File: src/rtl/vip_window_scan_ctrl.sv
// vip_window_scan_ctrl
// Frame-scan controller behind the 3x3 window generator. It tracks the column and row
// of each window-generator output pixel, and it qualifies only fully populated windows.
// It reports the window-centre coordinate and flags malformed lines and frames.
module vip_window_scan_ctrl #(
    parameter int IMG_W = 640,
    parameter int IMG_H = 480,
    parameter int CNT_W = 12
) (
    input  logic             clk,
    input  logic             rst_n,
    input  logic             mat_vsync,
    input  logic             mat_href,
    input  logic             mat_clken,
    output logic             win_valid,
    output logic [CNT_W-1:0] ctr_x,
    output logic [CNT_W-1:0] ctr_y,
    output logic             frame_done,
    output logic             line_len_err,
    output logic             frm_len_err,
    output logic             busy
);

    typedef enum logic [1:0] {
        S_IDLE   = 2'd0,
        S_FILL   = 2'd1,
        S_ACTIVE = 2'd2,
        S_DONE   = 2'd3
    } state_t;

    localparam logic [CNT_W-1:0] LP_W        = CNT_W'(IMG_W);
    localparam logic [CNT_W-1:0] LP_LAST_ROW = CNT_W'(IMG_H - 1);
    localparam logic [CNT_W-1:0] LP_ONE      = CNT_W'(1);
    localparam logic [CNT_W-1:0] LP_TWO      = CNT_W'(2);

    state_t           r_state;
    logic             r_vsync_d;
    logic             r_href_d;
    logic [CNT_W-1:0] r_col;
    logic [CNT_W-1:0] r_row;
    logic             r_win_valid;
    logic [CNT_W-1:0] r_ctr_x;
    logic [CNT_W-1:0] r_ctr_y;
    logic             r_frame_done;
    logic             r_line_len_err;
    logic             r_frm_len_err;
    logic             r_busy;

    logic w_vs_rise;
    logic w_href_rise;
    logic w_href_fall;
    logic w_pix;
    logic w_in_frame;

    assign w_vs_rise   = mat_vsync & ~r_vsync_d;
    assign w_href_rise = mat_href & ~r_href_d;
    assign w_href_fall = ~mat_href & r_href_d;
    assign w_pix       = mat_href & mat_clken;
    assign w_in_frame  = (r_state == S_FILL) || (r_state == S_ACTIVE);

    // Scan FSM: edge history, column/row counters, window qualification and sticky flags.
    always_ff @(posedge clk or negedge rst_n) begin
        if (!rst_n) begin
            r_state        <= S_IDLE;
            r_vsync_d      <= 1'b0;
            r_href_d       <= 1'b0;
            r_col          <= '0;
            r_row          <= '0;
            r_win_valid    <= 1'b0;
            r_ctr_x        <= '0;
            r_ctr_y        <= '0;
            r_frame_done   <= 1'b0;
            r_line_len_err <= 1'b0;
            r_frm_len_err  <= 1'b0;
            r_busy         <= 1'b0;
        end else begin
            r_vsync_d    <= mat_vsync;
            r_href_d     <= mat_href;
            r_win_valid  <= 1'b0;
            r_frame_done <= 1'b0;
            if (w_vs_rise) begin
                // A restart overrides any line ending on the same edge, but a set condition
                // still beats the clear on both sticky flags.
                r_frm_len_err  <= w_in_frame | ((r_state == S_DONE) & w_href_rise);
                r_line_len_err <= w_in_frame & w_href_fall & (r_col != LP_W);
                r_col          <= '0;
                r_row          <= '0;
                r_state        <= S_FILL;
                r_busy         <= 1'b1;
            end else begin
                case (r_state)
                    S_FILL, S_ACTIVE: begin
                        if (w_pix) begin
                            if (r_col != LP_W) begin
                                r_col <= r_col + LP_ONE;
                            end
                            if ((r_state == S_ACTIVE) && (r_col >= LP_TWO) && (r_col < LP_W)) begin
                                r_win_valid <= 1'b1;
                                r_ctr_x     <= r_col - LP_ONE;
                                r_ctr_y     <= r_row - LP_ONE;
                            end
                        end
                        if (w_href_fall) begin
                            r_col <= '0;
                            r_row <= r_row + LP_ONE;
                            if (r_col != LP_W) begin
                                r_line_len_err <= 1'b1;
                            end
                            if ((r_state == S_FILL) && (r_row == LP_ONE)) begin
                                r_state <= S_ACTIVE;
                            end else if ((r_state == S_ACTIVE) && (r_row == LP_LAST_ROW)) begin
                                r_state      <= S_DONE;
                                r_frame_done <= 1'b1;
                                r_busy       <= 1'b0;
                            end
                        end
                    end
                    S_DONE: begin
                        if (w_href_rise) begin
                            r_frm_len_err <= 1'b1;
                        end
                    end
                    default: begin
                    end
                endcase
            end
        end
    end

    assign win_valid    = r_win_valid;
    assign ctr_x        = r_ctr_x;
    assign ctr_y        = r_ctr_y;
    assign frame_done   = r_frame_done;
    assign line_len_err = r_line_len_err;
    assign frm_len_err  = r_frm_len_err;
    assign busy         = r_busy;

endmodule
File: config.mk
export PLATFORM = sky130hd
export DESIGN_NAME = vip_window_scan_ctrl
export DESIGN_NICKNAME = d
export VERILOG_FILES = /design/src/rtl/vip_window_scan_ctrl.sv
export SDC_FILE = /design/constraint.sdc
export NUM_CORES = 1
export LEC_CHECK = 0
export BUFFER_PORTS_ARGS = -buffer_cell sky130_fd_sc_hd__buf_4
export CAP_MARGIN = 20
export CORE_ASPECT_RATIO = 0.5
export CORE_UTILIZATION = 60
export CTS_BUF_LIST = sky130_fd_sc_hd__clkbuf_8
export DETAILED_ROUTE_END_ITERATION = 8
export PLACE_DENSITY = 0.82
export SYNTH_ARGS = -nofsm -noshare
export SYNTH_HDL_FRONTEND = slang
export SYNTH_SLANG_ARGS = --single-unit
export TNS_END_PERCENT = 50
File: constraint.sdc
create_clock -name clk -period 4.5 [get_ports clk]
set_input_delay 0.225 -clock clk [delete_from_list [all_inputs] [get_ports clk]]
set_output_delay 0.225 -clock clk [all_outputs]
set_load 0.03 [all_outputs]
After elaboration in Yosys (flattened, before gate mapping)
Index checks and enable logic that the tools add are counted.
{ "op_classes": {"add_sub_neg": 4, "n_lt_le_gt_ge": 2, "eq_ne": 7, "n_mux": 34, "n_bitwise": 12, "n_reduce_logical": 22} }
{ "op_table": {"columns": ["cell", "count"], "rows": [
  ["$mux W12", 8],
  ["$add A12 B1 Y12 const B", 2],
  ["$sub A12 B1 Y12 const B", 2],
  ["$mux W1", 21],
  ["$eq A12 B1 Y1 const B", 1],
  ["$eq A12 B9 Y1 const B", 1],
  ["$ge A12 B2 Y1 const B", 1],
  ["$lt A12 B10 Y1 const B", 1],
  ["$ne A12 B10 Y1 const B", 1],
  ["$reduce_bool A2 Y1", 6],
  ["$mux W2", 5],
  ["$reduce_and A3 Y1", 3],
  ["$reduce_bool A3 Y1", 3],
  ["$reduce_and A4 Y1", 2],
  ["$and A1 B1 Y1", 7],
  ["$eq A2 B2 Y1 const B", 2],
  ["$logic_and A1 B1 Y1", 4],
  ["$not A1 Y1", 4],
  ["$reduce_and A2 Y1", 2],
  ["$eq A2 B1 Y1 const B", 1],
  ["$ne A2 B2 Y1 const B", 1],
  ["$reduce_or A2 Y1", 1],
  ["$logic_or A1 B1 Y1", 1],
  ["$or A1 B1 Y1", 1]
]} }
{ "totals": {"register_bits": 57, "elab_cells": 93} }

Depth between registers and ports, before layout
{ "logic_depth": {"word_depth": 7, "mapped_depth": 8, "depth_no_buf": 7} }

Worst setup path after synthesis
Ideal clock, no wire load.
{ "synth_path": {"path_type": "flip-flop to flip-flop", "start": "reg r_state[0]", "end": "reg r_row[9]", "setup_time_ns": 0.132, "arrival_ns": 1.964, "required_ns": 4.368, "path_slack_ns": 2.404, "stages_incl_launch_ff": 9, "n_path_buf": 1, "cell_sequence": "dfrtp_1 > inv_1 > ha_1 > or3b_1 > buf_2 > a2111oi_4 > nand3_1 > xor2_1 > nor2_1"} }
{ "synth_between": {"elab_chain_len": 4, "word_cells_on_any_way": 5} }
{ "synth_lines": {"columns": ["item", "line", "text"], "rows": [
  ["start, declared", "36", "state_t r_state;"],
  ["start signal, assigned", "64", "r_state <= S_IDLE;"],
  ["start signal, assigned", "88", "r_state <= S_FILL;"],
  ["start signal, assigned", "110", "r_state <= S_ACTIVE;"],
  ["$eq A2 B2 Y1 / $eq A2 B1 Y1 (equally long branches)", "91", "case (r_state)"],
  ["$reduce_or A2 Y1 (*)", "91", null],
  ["$reduce_bool A2 Y1 (no line) (*)", null, null],
  ["$reduce_and A2 Y1 (no line) (*)", null, null],
  ["end signal, assigned", "105", "r_row <= r_row + LP_ONE;"],
  ["end, declared", "40", "logic [CNT_W-1:0] r_row;"]
]} }
Mark *: on every way between the ends. The rest lies on a longest branch, timed or not.
A chain may end at the register's enable or synchronous reset.

Worst setup path in the final report
Same ends and word-level chain as after synthesis.

==> results.tsv <==
metric	value	unit
synthesis.instances	321	
route.detailed.drc	0	
fin_nets	360	
num_rows	17	
syn_area	2990	um^2
crit_slowest_cell	or3b_1	
synth_fa_ha_area_frac	0.0377	
grt_antenna_before_repair	0	
whs	-0.00147	ns
wl	6180	um
finalCriticalPeriod	2.33	ns
cts_setup_buffers	0	
tns	0	ns
avgSynthCellArea	9.31	um^2
synth_xor_area_frac	0.0938	
ys_ff_latch	57	
wire_per_inst	14.8	um
design_area	3450	um^2
crit_fanout	8	
cts_buffers	9	
final_cell_mix	57 x dfrtp_1, 49 x nor2_1, 34 x buf_4	
hpwl	4090	um
yosysSeqAreaShare	0.477	
power.internal	1030	uW
max_freq	428	MHz
power_leakage	0.00166	uW
die_area	5280	um^2
first_pass_iters	4	
synth_compound_area_frac	0.110	
maxCapViolCount	0	
synth_edf_count	0	
grt_max_degree	58	
worstPathCellList	inv_1 -> ha_1 -> or3b_1 -> a2111oi_4 -> nand3_1 -> xor2_1 -> nor2_1	
die_w	102	um
clockBufferDepth	2	
outcome	finished with violations	
worstMarginPinSlew	0.791	ns
io-pin-count	34	
yosys_warnings	0	
synth_top_family_by_area	simple AND/OR/NAND/NOR gates	
cts_tree	done	
placed_cell_area	3240	um^2
arrival	2.61	ns
routabilityCongestion	0.882	
vias_per_cell	5.61	
cts-root-buf	clkbuf_8	
grt_pass1_wl	10700	um
min-delay-path-class	primary input to flip-flop	
peakVddDrop	237	uV
layout-drive-gt1-share	0.171	
path_class	flip-flop to flip-flop	
grt_usage	0.272	
power.density	481	nW/um^2
slew_headroom	0.471	
violations	hold timing	
switchingPower	633	uW
finalWorstSetupSlack	2.17	ns
drtIter0Drc	94	
fin_crit_sh	0.519	
ctsHoldBuffers	1	
switching_share	0.381	
fill_cells	352	
vias	2339	
timing_hold_violations_final	1	
skew	0.00626	ns
synth_ff_type	dfrtp_1	
die_y	51.9	um
syn_to_final_growth	15.6	%
pwr-share-comb	0.352	
required	4.78	ns
clkPwrFrac	0.262	
port_buffers	33	
critPathLaunchType	flip-flop	
setup_viol	0	
drv_slew	0	
pre_cts_ws	1.82	ns
gr-total-overflow	0	
final_common_cell	dfrtp_1	
async_flop_share	1.00	
start_util	0.650	
p_seq_frac	0.386	
total_power	1660	uW
end_kind	flip-flop	
cts.sinks	57	
synth_nets	335	
antenna_cells	0	
path_clk_slew	0.07	ns
cts.repair.resized	0	
grt_pass1_vias	2257	
rsz0062_at_grt	no	
critPathMaxStageDelay	0.54	ns
synth-simple-area-share	0.219	
clock_latency	0.35	ns
muxShareOfSynthArea	0.0176	
synth_cell_type_count	48	
htreeDepth	3	
ant_nets	0	
core_area	4590	um^2
[Yosys cell counts, drive strengths merged, types with 2 or more instances]
master  count  share of area
xnor2      14          0.041
a31oi       6          0.015
nand2      33          0.041
buf         9          0.014
nor3b       2         0.0050
xor2       18          0.053
o21ai       8          0.015
mux2i       3          0.010
nor2       49          0.062
or4         2         0.0050
and4        3         0.0088
nand3      13          0.023
o211ai      4          0.012
ha          9          0.038
and3        4         0.0084
mux2        2         0.0075
inv        11          0.014
nor3        8          0.017
or3         4         0.0084
a21oi      23          0.040
nor4        5          0.010
clkbuf     13          0.016
nand4       6          0.013
dfrtp      57           0.48
[critical path: cells and delay by family, from the launching register on]
kind                     cells  cell delay, ns
adder cells (fa/ha/maj)      1            0.37
buffers and inverters        1            0.06
flip-flops                   1            0.41
AND/OR/NAND/NOR              3            0.78
AO/OA/AOI/OAI                1            0.48
XOR/XNOR                     1            0.16
[area by class of cell]
type | count | area (um^2) | share of cell area
well taps | 66 | 82.6 | 0.0239
clock buffers | 11 | 151 | 0.0438
clock inverters | 5 | 30.0 | 0.00869
repair buffers | 36 | 285 | 0.0826
inverters | 11 | 41.3 | 0.0120
flip-flops and latches | 57 | 1430 | 0.413
multi-input cells | 231 | 1440 | 0.416
[path summary, 6_finish.rpt]
check,start,end,slack [ns],cells past startpoint
setup / recovery,r_state[0],r_row[9],2.17,7
hold / removal,mat_vsync,r_vsync_d,-0.001,1
setup reg to reg,r_state[0],r_row[9],2.17,7
hold reg to reg,busy,busy,0.48,2
max in group asynchronous,rst_n,ctr_x[10],3.57,2
min in group asynchronous,rst_n,r_row[6],0.48,2
[per-layer routing]
metal,vias to the layer above,routed length [um],global-route usage
met3,18,278,0.0766
li1,1142,-,-
met4,0,118,0.106
met2,50,2980,0.432
met1,1129,2810,0.355
met5,-,0,0
[kinds of logic (layout without fill, tap and decap cells)]
logic type,count (synthesis),after routing
fa+ha+maj,9,9
compound gates,49,49
simple gates,136,136
buf+inv,33,63
flops,57,57
mux,5,5
xor+xnor,32,32
[power groups by stage]
| stage | registers (uW) | clock network, uW | logic (uW) |
|---|---|---|---|
| after global placement | 644 | 0 | 563 |
| after detailed placement | 649 | 0 | 575 |
| after floorplan | 703 | 0 | 358 |
| after global routing | 651 | 465 | 651 |
| after CTS | 640 | 437 | 585 |
| final | 641 | 434 | 585 |
[state kept, by name (all words and copies together), names as in the netlist]
register	count
frm_len_err	1
ctr_y	12
r_state	2
r_row	12
r_col	12
win_valid	1
busy	1
r_href_d	1
line_len_err	1
ctr_x	12
frame_done	1
r_vsync_d	1
[through the flow]
| step | utilization | hold WS [ns] | instances |
|---|---|---|---|
| after floorplan | - | -0.0706 | 321 |
| after detailed placement | 0.706 | 0.327 | 399 |
| after CTS | 0.748 | 0.00123 | 416 |
| final | 0.752 | -0.00147 | 417 |
| after global routing | 0.752 | 0.00422 | 417 |
| after global placement | 0.706 | 0.312 | 399 |
(Power assumes the default switching activity.)
